<file path="src/rtl/reorder_buffer_mc.sv">
// Multi-commit reorder buffer: in-order allocation at the tail, out-of-order
// writeback on WB_PORTS channels, and in-order retirement of up to COMMIT_WIDTH
// ready entries per cycle. Branch mispredicts resolve at commit and trigger a
// registered flush. An EX entry halts retirement.
module reorder_buffer_mc #(
    parameter int ROB_SIZE_BIT = 4,
    parameter int WB_PORTS     = 2,
    parameter int COMMIT_WIDTH = 2
) (
    input  logic                               clk_in,
    input  logic                               rst_in,
    input  logic                               rdy_in,
    input  logic                               alloc_valid,
    input  logic                               alloc_ready,
    input  logic [1:0]                         alloc_type,
    input  logic [4:0]                         alloc_rd,
    input  logic [31:0]                        alloc_value,
    input  logic [31:0]                        alloc_pc,
    input  logic [31:0]                        alloc_jump_addr,
    input  logic [WB_PORTS-1:0]                wb_valid,
    input  logic [WB_PORTS*ROB_SIZE_BIT-1:0]   wb_rob_id,
    input  logic [WB_PORTS*32-1:0]             wb_value,
    output logic                               full,
    output logic                               empty,
    output logic [ROB_SIZE_BIT:0]              count,
    output logic [ROB_SIZE_BIT-1:0]            head_id,
    output logic [ROB_SIZE_BIT-1:0]            tail_id,
    output logic                               dep_valid,
    output logic [4:0]                         dep_rd,
    output logic [ROB_SIZE_BIT-1:0]            dep_rob_id,
    output logic [COMMIT_WIDTH-1:0]            commit_valid,
    output logic [COMMIT_WIDTH*5-1:0]          commit_rd,
    output logic [COMMIT_WIDTH*32-1:0]         commit_value,
    output logic [COMMIT_WIDTH*ROB_SIZE_BIT-1:0] commit_rob_id,
    output logic                               store_commit,
    input  logic [ROB_SIZE_BIT-1:0]            query_id1,
    input  logic [ROB_SIZE_BIT-1:0]            query_id2,
    output logic                               query_ready1,
    output logic                               query_ready2,
    output logic [31:0]                        query_value1,
    output logic [31:0]                        query_value2,
    output logic                               clear,
    output logic [31:0]                        new_pc,
    output logic                               halted
);

    localparam int ROB_SIZE = 1 << ROB_SIZE_BIT;

    typedef logic [ROB_SIZE_BIT-1:0] id_t;
    typedef logic [ROB_SIZE_BIT:0]   cnt_t;
    typedef enum logic [1:0] {
        TYPE_RG = 2'd0,
        TYPE_ST = 2'd1,
        TYPE_BR = 2'd2,
        TYPE_EX = 2'd3
    } rob_type_e;

    localparam cnt_t FULL_CNT = {1'b1, {ROB_SIZE_BIT{1'b0}}};
    localparam cnt_t CNT_ONE  = {{ROB_SIZE_BIT{1'b0}}, 1'b1};

    logic        busy_q  [ROB_SIZE];
    logic        ready_q [ROB_SIZE];
    rob_type_e   type_q  [ROB_SIZE];
    logic [4:0]  rd_q    [ROB_SIZE];
    logic [31:0] value_q [ROB_SIZE];
    logic [31:0] jump_q  [ROB_SIZE];

    id_t         head_q, tail_q, head_d, tail_d;
    cnt_t        count_q, count_d;
    logic        clear_q, halted_q;
    logic [31:0] new_pc_q;

    logic        alloc_fire;
    cnt_t        retire_cnt;
    logic        scan_stop, halt_set, mispredict;
    logic [31:0] redirect_pc;
    id_t         slot_id;
    id_t         q_id    [2];
    logic        q_ready [2];
    logic [31:0] q_value [2];

    // The PC travels with the instruction but nothing at retire needs it.
    logic unused_pc;
    assign unused_pc = ^alloc_pc;

    assign full       = (count_q == FULL_CNT);
    assign empty      = (count_q == '0);
    assign count      = count_q;
    assign head_id    = head_q;
    assign tail_id    = tail_q;
    assign clear      = clear_q;
    assign new_pc     = new_pc_q;
    assign halted     = halted_q;

    // Allocation is suppressed while paused or flushing, so the rename
    // update never names an entry that is about to be discarded.
    assign alloc_fire = rdy_in && !clear_q && alloc_valid && !full;
    assign dep_valid  = alloc_fire && (alloc_type == TYPE_RG);
    assign dep_rd     = alloc_rd;
    assign dep_rob_id = tail_q;

    // Commit scan from head; ST/BR/EX close the retire group after themselves.
    always_comb begin
        retire_cnt    = '0;
        commit_valid  = '0;
        commit_rd     = '0;
        commit_value  = '0;
        commit_rob_id = '0;
        store_commit  = 1'b0;
        halt_set      = 1'b0;
        mispredict    = 1'b0;
        redirect_pc   = '0;
        slot_id       = '0;
        scan_stop     = halted_q || clear_q || !rdy_in;
        for (int unsigned k = 0; k < COMMIT_WIDTH; k++) begin
            slot_id = head_q + id_t'(k);
            commit_rob_id[k*ROB_SIZE_BIT +: ROB_SIZE_BIT] = slot_id;
            commit_rd[k*5 +: 5]     = rd_q[slot_id];
            commit_value[k*32 +: 32] = value_q[slot_id];
            if (!scan_stop) begin
                if (busy_q[slot_id] && ready_q[slot_id]) begin
                    retire_cnt = retire_cnt + CNT_ONE;
                    case (type_q[slot_id])
                        TYPE_RG: commit_valid[k] = 1'b1;
                        TYPE_ST: begin
                            store_commit = 1'b1;
                            scan_stop    = 1'b1;
                        end
                        TYPE_BR: begin
                            scan_stop = 1'b1;
                            if (value_q[slot_id][0] ^ jump_q[slot_id][0]) begin
                                mispredict  = 1'b1;
                                redirect_pc = {jump_q[slot_id][31:1], 1'b0};
                            end
                        end
                        TYPE_EX: begin
                            halt_set  = 1'b1;
                            scan_stop = 1'b1;
                        end
                    endcase
                end else begin
                    scan_stop = 1'b1;
                end
            end
        end
    end

    // Next-state pointers and occupancy.
    always_comb begin
        head_d  = head_q + retire_cnt[ROB_SIZE_BIT-1:0];
        tail_d  = tail_q + id_t'(alloc_fire);
        count_d = count_q + cnt_t'(alloc_fire) - retire_cnt;
    end

    // Operand lookup: stored value first, else highest-index in-flight writeback.
    always_comb begin
        q_id[0] = query_id1;
        q_id[1] = query_id2;
        for (int unsigned q = 0; q < 2; q++) begin
            q_ready[q] = busy_q[q_id[q]] && ready_q[q_id[q]];
            q_value[q] = q_ready[q] ? value_q[q_id[q]] : '0;
            if (!q_ready[q]) begin
                for (int unsigned w = 0; w < WB_PORTS; w++) begin
                    if (wb_valid[w] && (wb_rob_id[w*ROB_SIZE_BIT +: ROB_SIZE_BIT] == q_id[q])) begin
                        q_ready[q] = 1'b1;
                        q_value[q] = wb_value[w*32 +: 32];
                    end
                end
            end
        end
        query_ready1 = q_ready[0];
        query_value1 = q_value[0];
        query_ready2 = q_ready[1];
        query_value2 = q_value[1];
    end

    // Entry array and control state; a registered clear flushes on the following edge.
    always_ff @(posedge clk_in) begin
        if (rst_in) begin
            for (int unsigned i = 0; i < ROB_SIZE; i++) begin
                busy_q[i]  <= 1'b0;
                ready_q[i] <= 1'b0;
            end
            head_q   <= '0;
            tail_q   <= '0;
            count_q  <= '0;
            clear_q  <= 1'b0;
            new_pc_q <= '0;
            halted_q <= 1'b0;
        end else if (rdy_in) begin
            if (clear_q) begin
                for (int unsigned i = 0; i < ROB_SIZE; i++) begin
                    busy_q[i]  <= 1'b0;
                    ready_q[i] <= 1'b0;
                end
                head_q   <= '0;
                tail_q   <= '0;
                count_q  <= '0;
                clear_q  <= 1'b0;
                new_pc_q <= '0;
            end else begin
                // Ascending channel order lets the higher index win on a shared id.
                for (int unsigned w = 0; w < WB_PORTS; w++) begin
                    if (wb_valid[w] && busy_q[wb_rob_id[w*ROB_SIZE_BIT +: ROB_SIZE_BIT]]) begin
                        ready_q[wb_rob_id[w*ROB_SIZE_BIT +: ROB_SIZE_BIT]] <= 1'b1;
                        value_q[wb_rob_id[w*ROB_SIZE_BIT +: ROB_SIZE_BIT]] <= wb_value[w*32 +: 32];
                    end
                end
                if (alloc_fire) begin
                    busy_q[tail_q]  <= 1'b1;
                    ready_q[tail_q] <= alloc_ready;
                    type_q[tail_q]  <= rob_type_e'(alloc_type);
                    rd_q[tail_q]    <= alloc_rd;
                    value_q[tail_q] <= alloc_value;
                    jump_q[tail_q]  <= alloc_jump_addr;
                end
                for (int unsigned k = 0; k < COMMIT_WIDTH; k++) begin
                    if (cnt_t'(k) < retire_cnt) begin
                        busy_q[head_q + id_t'(k)]  <= 1'b0;
                        ready_q[head_q + id_t'(k)] <= 1'b0;
                    end
                end
                head_q   <= head_d;
                tail_q   <= tail_d;
                count_q  <= count_d;
                clear_q  <= mispredict;
                new_pc_q <= redirect_pc;
                if (halt_set) begin
                    halted_q <= 1'b1;
                end
            end
        end
    end

endmodule

</file>
<file path="config.mk">
export PLATFORM = sky130hd
export DESIGN_NAME = reorder_buffer_mc
export DESIGN_NICKNAME = d
export VERILOG_FILES = /design/src/rtl/reorder_buffer_mc.sv
export SDC_FILE = /design/constraint.sdc
export NUM_CORES = 2
export LEC_CHECK = 0
export CAP_MARGIN = 20
export CORE_MARGIN = 4
export CORE_UTILIZATION = 45
export DETAILED_ROUTE_END_ITERATION = 16
export HOLD_SLACK_MARGIN = 0.08
export PLACE_DENSITY = 0.66
export RECOVER_POWER = 100
export SYNTH_ARGS = -nofsm -noshare
export SYNTH_HDL_FRONTEND = slang
export SYNTH_SLANG_ARGS = --single-unit
</file>
<file path="constraint.sdc">
create_clock -name clk_in -period 7.2 [get_ports clk_in]
set_input_delay 1.44 -clock clk_in [delete_from_list [all_inputs] [get_ports clk_in]]
set_output_delay 1.44 -clock clk_in [all_outputs]
set_load 0.1 [all_outputs]
</file>
-- Word-level counts from Yosys, hierarchy flattened
Memory sizes are Yosys's and may differ from the RTL's. A register that Yosys moved wholly into a read port is not among the register bits.
Cells that the tools add are included.
Widths: inputs -> output; s select.
- logic and storage cells: 258
- memories: 6
- output and inout bits: 210
- register bits after elaboration: 47
- RAM bits: 1168
- reductions and logical operators: 33
- add/sub/neg operators: 6
- equality and inequality tests: 11
- magnitude comparators: 2
- mux-type cells: 159
- bitwise logic cells: 35
- memory list (name ; depth ; bits a word ; read ports ; clocked after Yosys merged registers in ; write ports ; line ; source):
    jump_q ; 16 ; 32 ; 2 ; 1 ; 1 ; 66 ; logic [31:0] jump_q [ROB_SIZE];
    value_q ; 16 ; 32 ; 4 ; 1 ; 3 ; 65 ; logic [31:0] value_q [ROB_SIZE];
    rd_q ; 16 ; 5 ; 2 ; 1 ; 1 ; 64 ; logic [4:0] rd_q [ROB_SIZE];
    type_q ; 16 ; 2 ; 2 ; 1 ; 1 ; 63 ; rob_type_e type_q [ROB_SIZE];
    busy_q ; 16 ; 1 ; 6 ; 1 ; 16 ; 61 ; logic busy_q [ROB_SIZE];
    ready_q ; 16 ; 1 ; 4 ; 1 ; 16 ; 62 ; logic ready_q [ROB_SIZE];
- operators by type and width (kind ; count):
    $mux 32 ; 17
    $mux 1 ; 117
    $mux 4 ; 22
    $or 1x1->1 ; 32
    $eq 4x4->1 ; 4
    $mux 5 ; 3
    $logic_and 1x1->1 ; 14
    $lt 1x5->1 const A ; 2
    $eq 2x2->1 const B ; 4
    $reduce_or 1->1 ; 8
    $logic_not 2->1 ; 3
    $add 5x1->5 ; 1
    $add 5x1->5 const B ; 1
    $eq 5x5->1 const B ; 1
    $logic_not 5->1 ; 1
    $sub 5x5->5 ; 1
    $add 4x1->4 ; 1
    $add 4x1->4 const B ; 1
    $add 4x4->4 ; 1
    $eq 2x1->1 const B ; 2
    $logic_not 1->1 ; 3
    $reduce_and 3->1 ; 1
    $reduce_or 3->1 ; 1
    $logic_or 1x1->1 ; 2
    other kinds (2) ; 3

-- Depth between registers and ports, before layout
- word-level depth: 14
- gate-level depth with buffers: 25

-- Worst setup path after synthesis
No wires, ideal clock.
- kind: register to output
- start point: register head_q[0], in the netlist head_id[0]
- end point: output port store_commit
- arrival time: 6.047 ns
- setup slack: -0.287 ns
- required time: 5.760 ns
- cell stages (with the launch flop): 12
- path through: dfxtp_1 > buf_4 > inv_2 > ha_1 > buf_6 > buf_6 > mux4_2 > mux2i_1 > mux2i_1 > nor2b_1 > a21oi_1 > nor3_1
- word-level cells in the longest chain between the ends: 6
- elaborated cells between the ends (all ways): 9
- ends and longest elaborated chain (item ; line ; source):
    from (decl) ; 68 ; id_t head_q, tail_q, head_d, tail_d;
    from (signal assigned) ; 184 ; head_q <= '0;
    from (signal assigned) ; 196 ; head_q <= '0;
    from (signal assigned) ; 223 ; head_q <= head_d;
    $add 4x1->4 (*) ; 116 ; slot_id = head_q + id_t'(k);
    net commit_rob_id[4] ; 34 ; output logic [COMMIT_WIDTH*ROB_SIZE_BIT-1:0] commit_rob_id,
    $mem_v2 16x2 ; n/a ;
    $eq 2x1->1 ; 123 ; case (type_q[slot_id])
    $mux 1 ; 123 ;
    $mux 1 (*) ; 121 ; if (busy_q[slot_id] && ready_q[slot_id]) begin
    $mux 1 (*) ; 120 ; if (!scan_stop) begin
    to (decl) ; 35 ; output logic store_commit,
Mark *: on every way through the listed nets, which the timed path passes. The rest lies on a longest branch.

==> key figures <==
Outcome
  • Outcome: finished with violations
  • Violated checks: capacitance limit, slew limit

Drt
  • First-iteration detailed-routing DRC count: 8160
  • Routed via count: 53900
  • Sum of routed wire length over all layers: 279 mm
  • Routed via count divided by cell count: just over 7
  • First-pass iteration count of the detailed router: 6
  • DRT antenna net count: 0
  • Final routed wire length divided by cell count: 36.8 µm
  • DRC errors left: 0

Floorplanning
  • Initial core utilization: 0.453
  • Die height: 421 µm
  • Die ar.: 0.178 mm²
  • Core Rows: approximately 150
  • Count of pins on the block boundary: 400
  • Core Region: 0.170 mm²
  • Horizontal die dimension: 421 µm

Synth
  • Mapped Avg Cell Area: 14.6 µm²
  • Net Count, Synth: 5469
  • Cells after synthesis: 5257
  • Number of enable-type register cells in the synthesized netlist: 1136
  • Number of register bits inferred by synthesis: 1218
  • Synthesis Warnings: 0
  • Fraction of registers with async set/reset: 0
  • Number of different library cells in the post-synthesis netlist: 84
  • Main synth FF type: sky130_fd_sc_hd__edfxtp_1
  • Seq/Total Area, Yosys: 0.465
  • Synthesized cell area: 0.0769 mm²

Cells and area
  • Most frequent cells in the layout: 1136 x sky130_fd_sc_hd__edfxtp_1, 1019 x sky130_fd_sc_hd__mux4_2, 535 x sky130_fd_sc_hd__mux2i_1
  • Fillcell total: between 10000 and 15000
  • Most common library cell in the layout ignoring fill and taps: sky130_fd_sc_hd__edfxtp_1
  • Relative area change from synthesis to final layout: 12.2%
  • Net total in the final layout: between 5000 and 6000
  • Ratio of cells with drive above 1 in the final layout: 0.273

STA
  • Worst slew margin relative to its limit: -1.06
  • Tightest Pin Transition: 3090 ps
  • Period utilisation layout: 0.957
  • Min Clock Period, post-route: 6890 ps
  • Count of endpoints failing setup in the final report: 0
  • Final setup skew: 17.1 ps
  • Final slew viol count: between 1000 and 1500
  • Fin. Hold Viols: 0
  • Tightest hold margin: 491 ps
  • RSZ-0062 raised after global routing: false
  • Max Freq: 0.145 GHz
  • Total Neg Setup Slack: 0 ps

Place
  • Placed wire-length estimate: 157 mm
  • Routability congestion estimate: approximately 0.9
  • Quantity of I/O buffers inserted on ports: 366

Clock network
  • Maximum buffer depth of the clock tree: 3
  • Postcts setup bufs: 0
  • Number of hold buffers added after cts: 0
  • Clock transition at path regs: 60 ps
  • Sink Count: 1218
  • Root buffer selected by CTS: sky130_fd_sc_hd__clkbuf_16
  • Post-cts repair resize count: 0
  • Number of CTS-inserted buffers: 139
  • H-Tree Level Count: 4
  • Clock tree from TritonCTS: done
  • Latest clock arrival within the worst-skew pair: roughly 790 ps

Worst hold path
  • Destination of the worst hold path: new_pc[3]
  • Source of the worst hold timing path: new_pc[3]
  • Hold path cells: 1
  • Class of the most critical hold timing path: reg2reg

Setup path
  • Critical register-to-register path endpoint: value_q[10][19]
  • Endpoint class of the critical path: flop
  • Setup slack of the worst register-to-register path: 1020 ps
  • RR Startpoint: count[2]
  • Worst reg-to-reg path cell count: 10
  • Arr. time, crit path: 7240 ps
  • Setup Crit Path Kind: in2reg
  • Crit start category: input pin
  • Critical-path maximum fanout: 21
  • Req. time, crit path: around 7600 ps

Global route
  • First-pass GRT wire length: slightly below 400 mm
  • Overflow left after global routing: 0
  • Initial antenna violation count: 44
  • Global Route Usage Sum: 0.309
  • Vias in the first global route: 53100
  • Largest net degree at the start of global routing: between 100 and 150

Power
  • Highest ir drop seen on vdd: 0.243 mV
  • Leak: 26.5 nW
  • Power per cell area: roughly 190 mW/mm²

Run
  • Maximum capacitance violations: 36
area by class of cell:
| cell class | count | area (µm²) | share of cell area |
|---|---|---|---|
| antenna | 22 | 55.1 | 0.000638 |
| clock buffer | 175 | 3700 | 0.0429 |
| clock inverter | 82 | 957 | 0.0111 |
| inverter | 38 | 176 | 0.00204 |
| multi-input combinational | 3328 | 38100 | 0.441 |
| sequential | 1218 | 35800 | 0.414 |
| tap | 2218 | 2780 | 0.0322 |
| timing repair buffer | 507 | 4810 | 0.0557 |
metal layers:
layer | GRT usage | share of wire | vias up
li1 | - | - | 21300
met1 | 0.395 | 0.34 | 27500
met2 | 0.493 | 0.47 | 4235
met3 | 0.0738 | 0.12 | 897
met4 | 0.165 | 0.063 | 20
met5 | 0 | 0.00040 | -
power by group:
group          switching (mW)  leakage, nW  internal (mW)
Sequential             0.0210         10.9           7.76
Clock                    3.09         2.27           4.29
Combinational           0.914         13.4          0.517
sequential cells by signal, indices dropped and copies added, names as in the netlist, named ones only:
register	flops
ready_q	16
dep_rob_id	4
new_pc	31
clear	1
jump_q	512
busy_q	16
value_q	512
head_id	4
rd_q	80
type_q	32
count	5
halted	1
synthesized netlist by cell type, drive strengths merged, types with 8 or more instances:
master	instances	area share
edfxtp	1136	0.44
mux4	1043	0.31
mux2i	535	0.070
nand2	477	0.023
o21ai	362	0.024
clkbuf	345	0.017
buf	326	0.023
nor2	271	0.013
a21oi	247	0.016
dfxtp	82	0.021
a22oi	69	0.0070
inv	37	0.0018
nor3	36	0.0025
nand3	33	0.0022
and3	28	0.0023
and2	27	0.0022
a221o	21	0.0027
ha	20	0.0033
xor2	15	0.0017
nor4	12	0.0012
nor2b	11	0.00089
a31o	10	0.0011
xnor2	10	0.0014
nand2b	8	0.00065
logic make-up (layout without fill, tap and decap cells):
family / count (synthesis) / after routing / synth area share
buffers and inverters: 711 / 802 / 0.0425
flip-flops: 1218 / 1218 / 0.465
multiplexers: 1579 / 1579 / 0.376
AO/OA/AOI/OAI: 770 / 770 / 0.0580
XOR/XNOR: 25 / 25 / 0.00309
adder cells (fa/ha/maj): 22 / 22 / 0.00377
other: 1 / 23 / 0.0000488
AND/OR/NAND/NOR: 931 / 931 / 0.0513
critical path, cell delays in order:
cell                             delay [ps]
sky130_fd_sc_hd__dlygate4sd3_1          640
sky130_fd_sc_hd__clkbuf_1               500
sky130_fd_sc_hd__nor4bb_1               740
sky130_fd_sc_hd__and2_0                 250
sky130_fd_sc_hd__nand3b_1               230
sky130_fd_sc_hd__or3_2                  490
sky130_fd_sc_hd__a21boi_0               200
sky130_fd_sc_hd__nand2_1               1030
sky130_fd_sc_hd__dlymetal6s2s_1        1690
how the worst max path moves through the flow:
| stage | startpoint | to | slack (ps) |
|---|---|---|---|
| 6_report | rdy_in | value_q[8][8] | 310 |
| 5_1_grt | flop | commit_valid[1] | 420 |
| 4_1_cts | head_id[0] | commit_value[34] | 930 |
| 3_5_place_dp | wb_rob_id[4] | query_value1[21] | 980 |
| 3_3_place_gp | wb_rob_id[4] | query_value1[21] | 1050 |
| 2_1_floorplan | head_id[0] | commit_value[33] | 560 |
per-stage QoR:
stage / cells / total power [mW] / setup WS [ps] / utilization / instance area, µm²
floorplan: 5257 / 8.89 / 563 / - / 76900
global placement: 7306 / 9.34 / 1050 / 0.484 / 82200
detailed placement: 7307 / 9.37 / 976 / 0.485 / 82200
CTS: 7564 / 16.6 / 926 / 0.512 / 86900
global route: 7577 / 17.0 / 420 / 0.508 / 86300
finish: 7588 / 16.6 / 307 / 0.509 / 86300
(Power assumes the default switching activity.)
